[config.mk]
export PLATFORM = sky130hd
export DESIGN_NAME = gpio_bank
export DESIGN_NICKNAME = d
export VERILOG_FILES = /design/src/rtl/gpio_bank.sv
export SDC_FILE = /design/constraint.sdc
export NUM_CORES = 1
export LEC_CHECK = 0
export CAP_MARGIN = 20
export CORE_AREA = 2 2 195 197
export DETAILED_ROUTE_END_ITERATION = 8
export DIE_AREA = 0 0 197 199
export MAX_ROUTING_LAYER = met4
export SLEW_MARGIN = 25
export SYNTH_ARGS = -nofsm -noshare
export SYNTH_HDL_FRONTEND = slang
export SYNTH_SLANG_ARGS = --single-unit
export TNS_END_PERCENT = 50
[constraint.sdc]
create_clock -name clk_i -period 4.1 [get_ports clk_i]
set_input_delay 0.82 -clock clk_i [delete_from_list [all_inputs] [get_ports clk_i]]
set_output_delay 0.82 -clock clk_i [all_outputs]
set_load 0.05 [all_outputs]
[src/rtl/gpio_bank.sv]
// gpio_bank: memory-mapped GPIO bank with input synchronisation, per-pin
// debounce, atomic set/clear/toggle, edge-event capture and level interrupt.
//
// Ports:
//   clk_i, rst_n_i          sole clock, async active-low reset
//   io_addr_i               word register offset
//   io_wdata_i, io_wr_i     write data / single-cycle write strobe
//   io_rd_i, io_rdata_o     single-cycle read strobe / registered read data
//   gpio_in_i               raw asynchronous pad inputs
//   gpio_out_o, gpio_oe_o   pad output data / output enable (1 = drive)
//   irq_o                   registered level interrupt
//
// Register map: 0 OUT, 1 OE, 2 IN, 3 SET, 4 CLR, 5 TGL, 6 RISE_EN,
// 7 FALL_EN, 8 EVENT (W1C), 9 IRQ_EN, 10 DB_THRESH, 11-15 unmapped.
module gpio_bank #(
  parameter int WIDTH       = 8,
  parameter int DATA_WIDTH  = 16,
  parameter int SYNC_STAGES = 2,
  parameter int DB_BITS     = 8
) (
  input  logic                  clk_i,
  input  logic                  rst_n_i,
  input  logic [3:0]            io_addr_i,
  input  logic [DATA_WIDTH-1:0] io_wdata_i,
  input  logic                  io_wr_i,
  input  logic                  io_rd_i,
  output logic [DATA_WIDTH-1:0] io_rdata_o,
  input  logic [WIDTH-1:0]      gpio_in_i,
  output logic [WIDTH-1:0]      gpio_out_o,
  output logic [WIDTH-1:0]      gpio_oe_o,
  output logic                  irq_o
);

  localparam int TW = (DB_BITS < DATA_WIDTH) ? DB_BITS : DATA_WIDTH;

  logic [WIDTH-1:0]      out_q, out_d, oe_q, oe_d;
  logic [WIDTH-1:0]      rise_en_q, rise_en_d, fall_en_q, fall_en_d;
  logic [WIDTH-1:0]      event_q, event_d, irq_en_q, irq_en_d;
  logic [DB_BITS-1:0]    thresh_q, thresh_d;
  logic [DATA_WIDTH-1:0] rdata_q, rdata_d;
  logic                  irq_q, irq_d;

  logic [WIDTH-1:0]      sync_q [SYNC_STAGES];
  logic [WIDTH-1:0]      stable_q, stable_d, stable_dly_q;
  logic [DB_BITS-1:0]    cnt_q [WIDTH];
  logic [DB_BITS-1:0]    cnt_d [WIDTH];

  logic [WIDTH-1:0]      synced, wsel, w1c, rise, fall;
  logic [DB_BITS-1:0]    thr_eff;
  logic [DB_BITS:0]      cnt_nx;
  logic [DATA_WIDTH-1:0] rd_val;

  assign synced = sync_q[SYNC_STAGES-1];
  assign wsel   = io_wdata_i[WIDTH-1:0];

  // A threshold of zero behaves as one so q always trails s by at least a cycle.
  assign thr_eff = (thresh_q == '0) ? DB_BITS'(1) : thresh_q;

  assign rise = stable_q & ~stable_dly_q & rise_en_q;
  assign fall = ~stable_q & stable_dly_q & fall_en_q;

  always_comb begin
    stable_d = stable_q;
    cnt_nx   = '0;
    for (int i = 0; i < WIDTH; i++) begin
      cnt_d[i] = cnt_q[i];
      cnt_nx   = {1'b0, cnt_q[i]} + {{DB_BITS{1'b0}}, 1'b1};
      if (synced[i] == stable_q[i]) begin
        cnt_d[i] = '0;
      end else if (cnt_nx >= {1'b0, thr_eff}) begin
        stable_d[i] = synced[i];
        cnt_d[i]    = '0;
      end else if (!(&cnt_q[i])) begin
        cnt_d[i] = cnt_nx[DB_BITS-1:0];
      end
    end
  end

  always_comb begin
    out_d     = out_q;
    oe_d      = oe_q;
    rise_en_d = rise_en_q;
    fall_en_d = fall_en_q;
    irq_en_d  = irq_en_q;
    thresh_d  = thresh_q;
    w1c       = '0;
    if (io_wr_i) begin
      case (io_addr_i)
        4'd0:  out_d     = wsel;
        4'd1:  oe_d      = wsel;
        4'd3:  out_d     = out_q | wsel;
        4'd4:  out_d     = out_q & ~wsel;
        4'd5:  out_d     = out_q ^ wsel;
        4'd6:  rise_en_d = wsel;
        4'd7:  fall_en_d = wsel;
        4'd8:  w1c       = wsel;
        4'd9:  irq_en_d  = wsel;
        4'd10: begin
          thresh_d         = '0;
          thresh_d[TW-1:0] = io_wdata_i[TW-1:0];
        end
        default: ;
      endcase
    end
    // New events are OR-ed in after the clear, so a same-cycle set wins.
    event_d = (event_q & ~w1c) | rise | fall;
    irq_d   = |(event_q & irq_en_q);
  end

  // Reads sample current register state, so a concurrent write is not seen.
  always_comb begin
    rd_val  = '0;
    rdata_d = rdata_q;
    case (io_addr_i)
      4'd0:  rd_val[WIDTH-1:0] = out_q;
      4'd1:  rd_val[WIDTH-1:0] = oe_q;
      4'd2:  rd_val[WIDTH-1:0] = stable_q;
      4'd6:  rd_val[WIDTH-1:0] = rise_en_q;
      4'd7:  rd_val[WIDTH-1:0] = fall_en_q;
      4'd8:  rd_val[WIDTH-1:0] = event_q;
      4'd9:  rd_val[WIDTH-1:0] = irq_en_q;
      4'd10: rd_val[TW-1:0]    = thresh_q[TW-1:0];
      default: ;
    endcase
    if (io_rd_i) rdata_d = rd_val;
  end

  always_ff @(posedge clk_i or negedge rst_n_i) begin
    if (!rst_n_i) begin
      out_q        <= '0;
      oe_q         <= '0;
      rise_en_q    <= '0;
      fall_en_q    <= '0;
      event_q      <= '0;
      irq_en_q     <= '0;
      thresh_q     <= '0;
      rdata_q      <= '0;
      irq_q        <= 1'b0;
      stable_q     <= '0;
      stable_dly_q <= '0;
      for (int k = 0; k < SYNC_STAGES; k++) sync_q[k] <= '0;
      for (int i = 0; i < WIDTH; i++) cnt_q[i] <= '0;
    end else begin
      out_q        <= out_d;
      oe_q         <= oe_d;
      rise_en_q    <= rise_en_d;
      fall_en_q    <= fall_en_d;
      event_q      <= event_d;
      irq_en_q     <= irq_en_d;
      thresh_q     <= thresh_d;
      rdata_q      <= rdata_d;
      irq_q        <= irq_d;
      stable_q     <= stable_d;
      stable_dly_q <= stable_q;
      sync_q[0]    <= gpio_in_i;
      for (int k = 1; k < SYNC_STAGES; k++) sync_q[k] <= sync_q[k-1];
      for (int i = 0; i < WIDTH; i++) cnt_q[i] <= cnt_d[i];
    end
  end

  assign gpio_out_o = out_q;
  assign gpio_oe_o  = oe_q;
  assign io_rdata_o = rdata_q;
  assign irq_o      = irq_q;

endmodule

# After elaboration in Yosys (flattened, before gate mapping)

Cells that the tools add are included.

Reduce and logical (&&, ||, !) cells: 26
Order comparisons: 8
Bitwise operators: 23
Add/sub/neg operators: 8
Multiplexer cells: 29
Equality and inequality tests: 26

Operators by type and width:

| kind                | count |
|---|---|
| $mux 8              | 27 |
| $add 8x1->9 const B | 8 |
| $ge 9x8->1          | 8 |
| $pmux 8 s8          | 1 |
| $reduce_and 8->1    | 8 |
| $and 8x8->8         | 7 |
| $not 8->8           | 4 |
| $pmux 8 s4          | 1 |
| $reduce_and 2->1    | 14 |
| $ne 3x3->1 const B  | 8 |
| $or 8x8->8          | 3 |
| $eq 4x3->1 const B  | 4 |
| $eq 4x4->1 const B  | 3 |
| $eq 1x1->1          | 8 |
| $eq 4x2->1 const B  | 2 |
| $logic_not 8->1     | 1 |
| $not 1->1           | 8 |
| $reduce_or 8->1     | 1 |
| $xor 8x8->8         | 1 |
| $eq 4x1->1 const B  | 1 |
| $logic_not 4->1     | 1 |
| $reduce_bool 4->1   | 1 |

Bits in registers: 161
Output and inout port bits: 33
Input port bits: 32
Logic and storage cells: 148

# Logic depth before layout (Yosys ltp)

Depth after elaboration: 7
Mapped depth: 11
Gate-level depth less buffers: 10

# Worst setup path after synthesis

Ideal clock, no wire load.

Kind: register to register
From: register thresh_q[6]
To: register stable_q[3]
Library setup time: 0.125 ns
Required time: 3.975 ns
Slack: 1.250 ns
Cell stages (with the launch flop): 12
Clock period less this slack: 2.850 ns
Arrival time: 2.726 ns
Buffers on the path: 2
Cell sequence: dfrtp_1 -> buf_2 -> buf_1 -> nor3_1 -> a41o_1 -> ha_1 -> nand2b_1 -> a21oi_1 -> maj3_1 -> o221a_2 -> nor2_1 -> mux2_2

Longest elaborated chain between the ends: 4

Ends and longest elaborated chain:

| element                      | line | text |
|---|---|---|
| start: declaration           | 39   | `logic [DB_BITS-1:0] thresh_q, thresh_d;` |
| start signal: assignment     | 150  | `thresh_q <= thresh_d;` |
| $logic_not 8->1              | 57   | `assign thr_eff = (thresh_q == '0) ? DB_BITS'(1) : thresh_q;` |
| $mux 8 *                     | 57   |  |
| $ge 9x8->1 *                 | 70   | `end else if (cnt_nx >= {1'b0, thr_eff}) begin` |
| $reduce_and 2->1 (no line) * | -    |  |
| end signal: assignment       | 153  | `stable_q <= stable_d;` |
| end: declaration             | 44   | `logic [WIDTH-1:0] stable_q, stable_d, stable_dly_q;` |

Mark *: on every way between the ends. The rest lies on a longest branch, timed or not.
A chain may end at the register's enable or synchronous reset.

# Final worst setup path

From: register thresh_q[2]
To: register cnt_q[46] in the netlist's numbering

Longest elaborated chain between the ends: 5
Elaborated cells between the ends (all ways): 6
Those cells by class: 1 x order compare; 1 x eq/ne; 3 x mux; 1 x reduce/logical

Ends and longest elaborated chain:

| element          | line | text |
|---|---|---|
| $logic_not 8->1  | 57   |  |
| $mux 8 *         | 57   |  |
| $ge 9x8->1 *     | 70   |  |
| $mux 8           | 70   |  |
| $mux 8           | 68   | `if (synced[i] == stable_q[i]) begin` |
| end: declaration | 45   | `logic [DB_BITS-1:0] cnt_q [WIDTH];` |

Marks and branches as above.

==> impl_metrics.env <==
export IMPL_status="finished, final reports clean"
export IMPL_drt_iter0_markers=417
export IMPL_ant_nets=0
export IMPL_die_x_microns=197
export IMPL_area_growth_pct=17.4
export IMPL_rsz0062_at_grt="false"
export IMPL_use_met2=0.191
export IMPL_core_sq_mm=0.0371
export IMPL_finalSetupViolCount=0
export IMPL_maxSlewHeadroom=0.422
export IMPL_synth_edf_count=0
export IMPL_fin_crit_ns=2.92
export IMPL_p_per_area_mw_per_mm2=512
export IMPL_cts_made_buffers=17
export IMPL_endpoint_kind="register"
export IMPL_drive_gt1_frac=0.123
export IMPL_globalRouteMet3Util=0.0287
export IMPL_rows=71
export IMPL_p_leak_uw=0.00478
export IMPL_clkTransAtPathRegs_ns=0.06
export IMPL_hold_viol_final=0
export IMPL_synth_ff_type="dfrtp_1"
export IMPL_grt_pass1_wl_microns=36200
export IMPL_post_cts_resized=0
export IMPL_clock_path_buffers=2
export IMPL_cts_sinks=161
export IMPL_overflow=0
export IMPL_dpl_worst_slack_ns=0.945
export IMPL_seq_area_frac_synth=0.439
export IMPL_synth_seq_cells=161
export IMPL_die_y_microns=199
export IMPL_wl_microns=21500
export IMPL_cts_setup_buffers=0
export IMPL_cts_hold_buf=0
export IMPL_gp_congestion=0.859
export IMPL_final_util=0.290
export IMPL_final_nets=1051
export IMPL_die_area_sq_mm=0.0392
export IMPL_portBuffers=48
export IMPL_syn_avg_cell_area_sq_um=10.3
export IMPL_start_kind="register"
export IMPL_antenna_cells=0
export IMPL_power_uw=5510
export IMPL_cts_root_buf="clkbuf_16"
export IMPL_hpwl_microns=15300
export IMPL_crit_type="register to register"
export IMPL_first_pass_iters=5
export IMPL_drc_errors=0
export IMPL_drv_slew=0
export IMPL_final_common_cell="dfrtp_1"
export IMPL_hp_class="register to register"
export IMPL_num_vias=6726
export IMPL_yosys_warnings=0
export IMPL_busiest_layer="met2"
export IMPL_route_detailed_wl_per_inst_microns=15.0
export IMPL_initial_core_util=0.247
export IMPL_synth_cell_type_count=72
export IMPL_syn_inst=887
export IMPL_avgViaCountPerCell=4.69
export IMPL_cts_htree_levels=4
export IMPL_crit_arrival_ns=3.25
export IMPL_crit_required_ns=4.44
export IMPL_tns_ns=0
export IMPL_fill_cells=3897
export IMPL_met1_usage=0.154
export IMPL_timing_fmax_ghz=0.343
export IMPL_worst_slew_pin_slew_ns=0.867
export IMPL_clk_latency_ns=0.43
export IMPL_io_pins=65
export IMPL_crit_path_max_fanout=13
export IMPL_vdd_drop_max_v=0.000274
export IMPL_final_cell_mix="dfrtp_1 (161), nand2_1 (87), ha_1 (73), nor2_1 (59)"
export IMPL_synthArstFlopShare=1.00
export IMPL_period_share=0.711
export IMPL_grt_start_max_net_pins=93
export IMPL_maxCapViolCount=0
export IMPL_grt_pass1_vias=6834
export IMPL_cts_tree="built"
export IMPL_grt_total_usage=0.120
export IMPL_antenna_found_initial=0
export IMPL_finalWorstSetupSlack_ns=1.18
export IMPL_synth_area_sq_mm=0.00917
export IMPL_fin_skew_ns=0.0131
## cell usage after synthesis, types with 4 or more instances
master | count | share of area
dfrtp_1 | 161 | 0.44
nand2_1 | 87 | 0.036
ha_1 | 73 | 0.10
nor2_1 | 59 | 0.024
nand3_1 | 47 | 0.026
inv_1 | 46 | 0.019
o21ai_0 | 41 | 0.022
xnor2_1 | 40 | 0.038
mux2_2 | 39 | 0.048
nor2b_1 | 32 | 0.022
a21oi_1 | 21 | 0.011
mux2i_1 | 19 | 0.021
xor2_1 | 15 | 0.014
a221oi_1 | 13 | 0.012
nand2b_1 | 13 | 0.0089
o22ai_1 | 13 | 0.0089
buf_2 | 11 | 0.0060
o211ai_1 | 11 | 0.0090
and3_1 | 9 | 0.0061
buf_4 | 9 | 0.0074
a21o_1 | 8 | 0.0065
a31oi_1 | 8 | 0.0055
nor3_1 | 8 | 0.0044
nand3b_1 | 7 | 0.0057
a22oi_1 | 6 | 0.0049
o21ai_1 | 6 | 0.0033
a211o_1 | 5 | 0.0048
a211oi_1 | 4 | 0.0033
clkbuf_1 | 4 | 0.0016
maj3_1 | 4 | 0.0044
o211ai_2 | 4 | 0.0055
o221a_2 | 4 | 0.0049
o32ai_1 | 4 | 0.0038
## layout make-up
cell class / count / area (sq um) / share of cell area
inverter: 46 / 173 / 0.0160
sequential: 161 / 4030 / 0.374
multi-input combinational: 659 / 4840 / 0.449
timing repair buffer: 61 / 579 / 0.0538
tap: 474 / 593 / 0.0551
clock buffer: 18 / 429 / 0.0398
clock inverter: 14 / 131 / 0.0122
## path summary, 6_finish.rpt
| path | startpoint | endpoint | slack [ns] | cells after the start |
|---|---|---|---|---|
| min in group asynchronous | rst_n_i | gpio_out_o[0] | 0.44 | 1 |
| worst min-delay path | sync_q[13] | synced[5] | 0.35 | 0 |
| max in group asynchronous | rst_n_i | cnt_q[38] | 2.75 | 2 |
| worst min register to register | sync_q[13] | synced[5] | 0.35 | 0 |
| worst max register to register | thresh_q[2] | cnt_q[46] | 1.18 | 10 |
| worst max-delay path | thresh_q[2] | cnt_q[46] | 1.18 | 10 |
## cell families (layout without fill, tap and decap cells)
| family | count (synthesis) | after routing | synth area share |
|---|---|---|---|
| AND/OR/NAND/NOR | 280 | 280 | 0.150 |
| flip-flops | 161 | 161 | 0.439 |
| AO/OA/AOI/OAI | 177 | 177 | 0.142 |
| multiplexers | 60 | 60 | 0.0727 |
| XOR/XNOR | 56 | 56 | 0.0550 |
| adder cells (fa/ha/maj) | 78 | 78 | 0.105 |
| buffers and inverters | 74 | 139 | 0.0363 |
| other | 1 | 8 | 0.000409 |
## power by group
group | switching [uW] | leakage (uW) | internal (uW)
registers | 350 | 0.00205 | 1910
clock network | 690 | 0.000264 | 843
logic | 986 | 0.00247 | 734
total | 2030 | 0.00478 | 3490
## routing by layer
layer  share of wire  vias up  wire, microns
met5               0        -              0
met4           0.012        0            258
met3           0.047       19           1010
met2            0.46      140           9970
met1            0.48     3288          10300
li1                -     3279              -
## state kept, by name (all words and copies together), names as in the netlist
| name | count |
|---|---|
| sync_q | 8 |
| stable_q | 8 |
| cnt_q | 64 |
| fall_en_q | 8 |
| gpio_out_o | 8 |
| irq_o | 1 |
| thresh_q | 8 |
| stable_dly_q | 8 |
| irq_en_q | 8 |
| synced | 8 |
| gpio_oe_o | 8 |
| rise_en_q | 8 |
| event_q | 8 |
| io_rdata_o | 8 |
## worst max-delay path: stages (launching register included)
cell	delay [ns]
dfrtp_1	0.36
buf_4	0.20
nor3_1	0.17
a41o_1	0.51
ha_1	0.32
nand2b_1	0.14
a21oi_1	0.22
o211ai_1	0.13
a211oi_2	0.32
o211ai_2	0.23
a21oi_1	0.21
## through the flow
stage | instance area (sq um) | cells | hold WS [ns]
detailed placement | 10200 | 1401 | 0.335
CTS | 10800 | 1433 | 0.350
global route | 10800 | 1433 | 0.358
global placement | 10200 | 1401 | 0.334
finish | 10800 | 1433 | 0.348
floorplan | 9200 | 894 | 0.331
Power figures use the tool's default switching activity.
